<file path="config.mk">
export PLATFORM = sky130hd
export DESIGN_NAME = ring_dec_flat
export DESIGN_NICKNAME = d
export VERILOG_FILES = /design/src/rtl/ring_dec_if.sv /design/src/rtl/ring_dec.sv /design/src/flat_wrapper.sv
export SDC_FILE = /design/constraint.sdc
export NUM_CORES = 1
export LEC_CHECK = 0
export BUFFER_PORTS_ARGS = -buffer_cell sky130_fd_sc_hd__buf_4
export CAP_MARGIN = 10
export CORE_MARGIN = 3
export CORE_UTILIZATION = 40
export CTS_CLUSTER_SIZE = 16
export DETAILED_ROUTE_END_ITERATION = 16
export SYNTH_ARGS = -nofsm -noshare
export SYNTH_HDL_FRONTEND = slang
export SYNTH_SLANG_ARGS = --single-unit
</file>
<file path="constraint.sdc">
create_clock -name clk -period 2.4 [get_ports clk]
set_clock_uncertainty 0.05 [all_clocks]
set_input_delay 0.48 -clock clk [delete_from_list [all_inputs] [get_ports clk]]
set_output_delay 0.48 -clock clk [all_outputs]
set_load 0.02 [all_outputs]
</file>
<file path="src/rtl/ring_dec_if.sv">
// Bus bundle for ring_dec: sampled ring vector in, decoded index and status out.
interface ring_dec_if #(
  parameter int unsigned WIDTH     = 4,
  parameter int unsigned ERR_CNT_W = 8
);
  localparam int unsigned IdxW = (WIDTH > 1) ? $clog2(WIDTH) : 1;

  logic [WIDTH-1:0]     ring_in;
  logic                 in_valid;
  logic                 clr_err;
  logic [IdxW-1:0]      idx;
  logic                 idx_valid;
  logic                 locked;
  logic                 err;
  logic                 err_sticky;
  logic [ERR_CNT_W-1:0] err_cnt;

  // Producer of samples / consumer of status.
  modport master (
    output ring_in, in_valid, clr_err,
    input  idx, idx_valid, locked, err, err_sticky, err_cnt
  );

  // The decoder itself.
  modport slave (
    input  ring_in, in_valid, clr_err,
    output idx, idx_valid, locked, err, err_sticky, err_cnt
  );
endinterface

</file>
<file path="src/rtl/ring_dec.sv">
// One-hot ring-counter decoder and rotation-sequence checker.
// Optional feature: define RING_DEC_ERRCNT_EN for a live saturating err_cnt;
// otherwise err_cnt is tied to zero.
module ring_dec #(
  parameter int unsigned WIDTH     = 4,
  parameter int unsigned LOCK_CNT  = 2,
  parameter int unsigned ERR_CNT_W = 8
) (
  input logic       clk,
  input logic       rst,
  ring_dec_if.slave bus
);
  localparam int unsigned IdxW = (WIDTH > 1) ? $clog2(WIDTH) : 1;
  localparam int unsigned CntW = $clog2(LOCK_CNT + 1);

  typedef enum logic [1:0] {StIdle, StAcquire, StLocked} state_e;

  state_e           state_q, state_d;
  logic [WIDTH-1:0] prev_q, prev_d;
  logic [CntW-1:0]  match_cnt_q, match_cnt_d;
  logic [IdxW-1:0]  idx_q, idx_d;
  logic             idx_valid_q, idx_valid_d;
  logic             err_q, err_d;
  logic             err_sticky_q, err_sticky_d;

  logic             legal;
  logic             match;
  logic [IdxW-1:0]  hot_idx;
  logic [WIDTH-1:0] expected;
  logic [CntW-1:0]  cnt_inc;

  // Classify the incoming sample and encode its hot position.
  always_comb begin
    legal    = (bus.ring_in != '0) && ((bus.ring_in & (bus.ring_in - WIDTH'(1))) == '0);
    expected = {prev_q[0], prev_q[WIDTH-1:1]};
    match    = (bus.ring_in == expected);
    cnt_inc  = match_cnt_q + CntW'(1);
    hot_idx  = '0;
    for (int unsigned i = 0; i < WIDTH; i++) begin
      if (bus.ring_in[i]) hot_idx = IdxW'(i);
    end
  end

  // Lock FSM next-state, stored sample, index and error pulse.
  always_comb begin
    state_d     = state_q;
    prev_d      = prev_q;
    match_cnt_d = match_cnt_q;
    idx_d       = idx_q;
    idx_valid_d = idx_valid_q;
    err_d       = 1'b0;
    if (bus.in_valid) begin
      if (legal) begin
        idx_d       = hot_idx;
        idx_valid_d = 1'b1;
      end
      unique case (state_q)
        StIdle: begin
          if (legal) begin
            prev_d      = bus.ring_in;
            match_cnt_d = '0;
            state_d     = StAcquire;
          end else begin
            err_d = 1'b1;
          end
        end
        StAcquire: begin
          if (!legal) begin
            err_d   = 1'b1;
            state_d = StIdle;
          end else if (match) begin
            prev_d      = bus.ring_in;
            match_cnt_d = cnt_inc;
            if (cnt_inc == CntW'(LOCK_CNT)) state_d = StLocked;
          end else begin
            // A mismatch while still acquiring just restarts from this sample.
            prev_d      = bus.ring_in;
            match_cnt_d = '0;
          end
        end
        StLocked: begin
          if (!legal) begin
            err_d   = 1'b1;
            state_d = StIdle;
          end else if (match) begin
            prev_d = bus.ring_in;
          end else begin
            err_d       = 1'b1;
            prev_d      = bus.ring_in;
            match_cnt_d = '0;
            state_d     = StAcquire;
          end
        end
        default: state_d = StIdle;
      endcase
    end
  end

  // Sticky flag: clear takes effect before a coincident error.
  always_comb begin
    err_sticky_d = bus.clr_err ? 1'b0 : err_sticky_q;
    if (err_d) err_sticky_d = 1'b1;
  end

  // State and output registers.
  always_ff @(posedge clk or posedge rst) begin
    if (rst) begin
      state_q      <= StIdle;
      prev_q       <= '0;
      match_cnt_q  <= '0;
      idx_q        <= '0;
      idx_valid_q  <= 1'b0;
      err_q        <= 1'b0;
      err_sticky_q <= 1'b0;
    end else begin
      state_q      <= state_d;
      prev_q       <= prev_d;
      match_cnt_q  <= match_cnt_d;
      idx_q        <= idx_d;
      idx_valid_q  <= idx_valid_d;
      err_q        <= err_d;
      err_sticky_q <= err_sticky_d;
    end
  end

`ifdef RING_DEC_ERRCNT_EN
  logic [ERR_CNT_W-1:0] err_cnt_q, err_cnt_d;
  logic [ERR_CNT_W-1:0] cnt_base;

  // Saturating error counter; clear applies before a coincident error.
  always_comb begin
    cnt_base  = bus.clr_err ? '0 : err_cnt_q;
    err_cnt_d = cnt_base;
    if (err_d && (cnt_base != '1)) err_cnt_d = cnt_base + ERR_CNT_W'(1);
  end

  // Error counter register.
  always_ff @(posedge clk or posedge rst) begin
    if (rst) err_cnt_q <= '0;
    else     err_cnt_q <= err_cnt_d;
  end

  assign bus.err_cnt = err_cnt_q;
`else
  assign bus.err_cnt = '0;
`endif

  assign bus.idx        = idx_q;
  assign bus.idx_valid  = idx_valid_q;
  assign bus.locked     = (state_q == StLocked);
  assign bus.err        = err_q;
  assign bus.err_sticky = err_sticky_q;
endmodule

</file>
<file path="src/flat_wrapper.sv">
// flat-port wrapper written by rule: the top's interface ports become plain ports
module ring_dec_flat 
#(
  parameter int unsigned WIDTH     = 4,
  parameter int unsigned LOCK_CNT  = 2,
  parameter int unsigned ERR_CNT_W = 8
)
  (clk, rst, bus_ring_in, bus_in_valid, bus_clr_err, bus_idx, bus_idx_valid, bus_locked, bus_err, bus_err_sticky, bus_err_cnt);
  ring_dec_if #(.WIDTH(WIDTH), .ERR_CNT_W(ERR_CNT_W)) bus_i ();
  input logic clk;
  input logic rst;
  input wire logic [$bits(bus_i.ring_in)-1:0] bus_ring_in;
  input wire logic [$bits(bus_i.in_valid)-1:0] bus_in_valid;
  input wire logic [$bits(bus_i.clr_err)-1:0] bus_clr_err;
  output wire logic [$bits(bus_i.idx)-1:0] bus_idx;
  output wire logic [$bits(bus_i.idx_valid)-1:0] bus_idx_valid;
  output wire logic [$bits(bus_i.locked)-1:0] bus_locked;
  output wire logic [$bits(bus_i.err)-1:0] bus_err;
  output wire logic [$bits(bus_i.err_sticky)-1:0] bus_err_sticky;
  output wire logic [$bits(bus_i.err_cnt)-1:0] bus_err_cnt;
  assign bus_i.ring_in = bus_ring_in;
  assign bus_i.in_valid = bus_in_valid;
  assign bus_i.clr_err = bus_clr_err;
  assign bus_idx = bus_i.idx;
  assign bus_idx_valid = bus_i.idx_valid;
  assign bus_locked = bus_i.locked;
  assign bus_err = bus_i.err;
  assign bus_err_sticky = bus_i.err_sticky;
  assign bus_err_cnt = bus_i.err_cnt;
  ring_dec #(.WIDTH(WIDTH), .LOCK_CNT(LOCK_CNT), .ERR_CNT_W(ERR_CNT_W)) u_core (.clk(clk), .rst(rst), .bus(bus_i));
endmodule
</file>
==> flow_metrics.py <==
metrics = {
    "final_layout": {
        "final_util_pct": 49.2,
        "finalNonFillerCells": 114,
        "postLayoutCellArea_um2": 860,
        "antennaDiodeCount": 0,
        "final_net_count": 99,
        "area_growth_pct": 14.1,
        "drive_above_1_share_pct": 24.7,
    },
    "worst_setup_path": {
        "cp_slowest_cell": "nor4_2",
        "required_ps": 2510,
        "cp_cell_sequence": "xor2_1, nor4_2, o21ai_0, a32o_1",
        "r2r-end": "u_core.state_q[0]$_DFFE_PP0P_",
        "startpoint": "u_core.prev_q[1]$_DFFE_PP0P_",
        "crit_path_start_kind": "flop",
        "cp_max_fo": 5,
        "timing.rr.start": "u_core.prev_q[1]$_DFFE_PP0P_",
        "cpPeakStageDelay_ps": 460,
        "r2r_slack_ps": 740,
        "arrival_ps": 1770,
        "endpoint_kind": "flop",
        "rr_worst_depth": 4,
        "critPathKind": "flop to flop",
    },
    "place": {
        "hpwl_mm": 1.07,
        "gp_congestion": 0.781,
        "io_buffer_count": 13,
        "placed_cell_area_um2": 833,
        "post-place-ws_ps": 533,
        "place_inst": 110,
    },
    "global_route": {
        "grt_max_degree": 14,
        "grt_pass1_wl_mm": 2.44,
        "antenna_found_initial": 0,
        "grt_pass1_vias": 516,
        "grt_remaining_overflow": 0,
        "grt_usage_pct": 13.4,
    },
    "logic_synthesis": {
        "ys_ff_latch": 13,
        "synth-main-ff-cell": "dfrtp_1",
        "syn_area_per_cell_um2": 10.0,
        "seq_area_frac_synth_pct": 43.2,
        "synth_area_um2": 753,
        "syn_inst": 75,
        "synth-edff-count": 0,
        "synthArstFlopShare_pct": 100,
        "ys.warnings.count": 0,
        "synth.distinct_cells": 29,
    },
    "timing": {
        "hold-worst-slack_ps": 177,
        "timing.final.crit_share_pct": 69.2,
        "max_freq_mhz": 602,
        "rsz0062_at_grt": "no",
        "fin_ws_ps": 739,
        "min_period_ps": 1660,
        "hold_viol": 0,
        "setup_tns_ps": 0,
        "slew_viol_final": 0,
        "setup_viol": 0,
    },
    "run_status": {
        "status": "complete, no violations",
    },
    "floorplanning": {
        "io_pins": 22,
        "die_w_um": 49.4,
        "fp.dieH_um": 49.4,
        "die_area_um2": 2440,
        "start_util_pct": 43.2,
        "rows": 15,
        "core-area_um2": 1750,
    },
    "flow_run": {
        "cap_viol_max_count": 0,
    },
    "power": {
        "seqPwrFrac_pct": 48.9,
        "clkPwrFrac_pct": 23.2,
        "power_density_nw_per_um2": 666,
        "p_sw_uw": 184,
        "vdd_drop_max_mv": 0.303,
        "combPwrFrac_pct": 27.9,
        "power.share.switching_pct": 32.1,
        "power.leakage_nw": 0.389,
        "total_power_uw": 573,
        "intPower_uw": 389,
    },
    "detailed_routing": {
        "drt-total-wl_mm": 1.38,
        "drcViolationCount": 0,
        "wl_per_cell_um": 12.1,
        "ant_nets": 0,
        "routed-via-count": 555,
        "dr.pass1.iters": 3,
        "vias_per_cell": 4.87,
        "drt_iter0_markers": 6,
    },
    "clock_tree": {
        "clockRootBuffer": "clkbuf_4",
        "cts_tree": "done",
        "clock-sinks": 13,
        "cts.path.max_buffers": 2,
        "clock_latency_ps": 270,
        "ctsHoldBuffers": 0,
        "cts_max_level": 1,
        "cts-resized-gates": 0,
        "cts_inserted_buffers": 3,
        "post_cts_buffers": 0,
        "path_clk_slew_ps": 80,
    },
    "hold_path": {
        "min_path_type": "input port to async pin",
    },
}
how the worst max path moves through the flow:
stage                                                    to  slack (ps)
after floorplan           u_core.match_cnt_q[1]$_DFFE_PP0P_         680
after global placement    u_core.match_cnt_q[1]$_DFFE_PP0P_         560
after detailed placement      u_core.state_q[0]$_DFFE_PP0P_         530
after CTS                     u_core.state_q[0]$_DFFE_PP0P_         750
after global routing          u_core.state_q[0]$_DFFE_PP0P_         620
final                         u_core.state_q[0]$_DFFE_PP0P_         740
state kept, by name (all words and copies together) (netlist names):
signal                 flops
u_core.bus.err             1
u_core.bus.err_sticky      1
u_core.bus.idx             2
u_core.bus.idx_valid       1
u_core.match_cnt_q         2
u_core.prev_q              4
u_core.state_q             2
final cells by class:
cell class                 instances  area (um2)
sequential                        13         325
multi-input combinational         51         349
timing repair buffer              13        97.6
inverter                           8        30.0
tap                               25        31.3
clock buffer                       4        26.3
fill                             194         886
critical path: cells and delay by family (launching register included):
family / cells / cell delay (ps)
AND/OR/NAND/NOR: 1 / 460
flip-flops: 1 / 390
AO/OA/AOI/OAI: 2 / 480
XOR/XNOR: 1 / 180
cells by family (layout without fill, tap and decap cells):
logic type,after synthesis,count (layout),synth area share (%)
compound gates,16,16,15.1
xor+xnor,5,5,5.81
fa+ha+maj,1,1,1.66
buf+inv,18,25,14.0
flops,13,13,43.2
mux,4,4,5.98
other cells,1,8,0.498
simple gates,17,17,13.8
power by group through the flow:
stage                     logic, mW  registers (mW)  clock network (mW)
after floorplan               0.113           0.293                   0
after global placement        0.159           0.284                   0
after detailed placement      0.162           0.285                   0
after CTS                     0.162           0.281               0.142
after global routing          0.179           0.284               0.156
final                         0.160           0.280               0.133
cell usage in the layout (no fill, tap or decap), types with 2 or more instances in the layout:
cell type	netlist	routed
a31oi_1	2	2
nor4b_1	2	2
buf_4	8	13
dfrtp_1	13	13
clkbuf_4	0	3
conb_1	1	8
mux2_1	2	2
nand2_1	3	3
mux2_2	2	2
a21oi_1	5	5
inv_1	8	8
nand3_1	2	2
nor2_1	5	5
o32ai_1	2	2
xor2_1	5	5
layer usage:
layer  up-vias  part of all wire, %  GRT usage, %
met3         2                  6.0          3.67
met2        13                   48          19.9
met4         0                 0.94          8.29
met5         -                    0             0
li1        274                    -             -
met1       266                   45          17.3
synth_stat cells (all sizes together), types with 2 or more instances:
cell type | n | area [um2]
a31oi | 2 | 12.5
xor2 | 5 | 43.8
mux2 | 4 | 45.0
o32ai | 2 | 17.5
buf | 9 | 71.3
nand2 | 3 | 11.3
a21oi | 5 | 25.0
nor4b | 2 | 17.5
nand3 | 3 | 20.0
dfrtp | 13 | 325
nor2 | 5 | 18.8
inv | 8 | 30.0
Power figures use the tool's default switching activity.
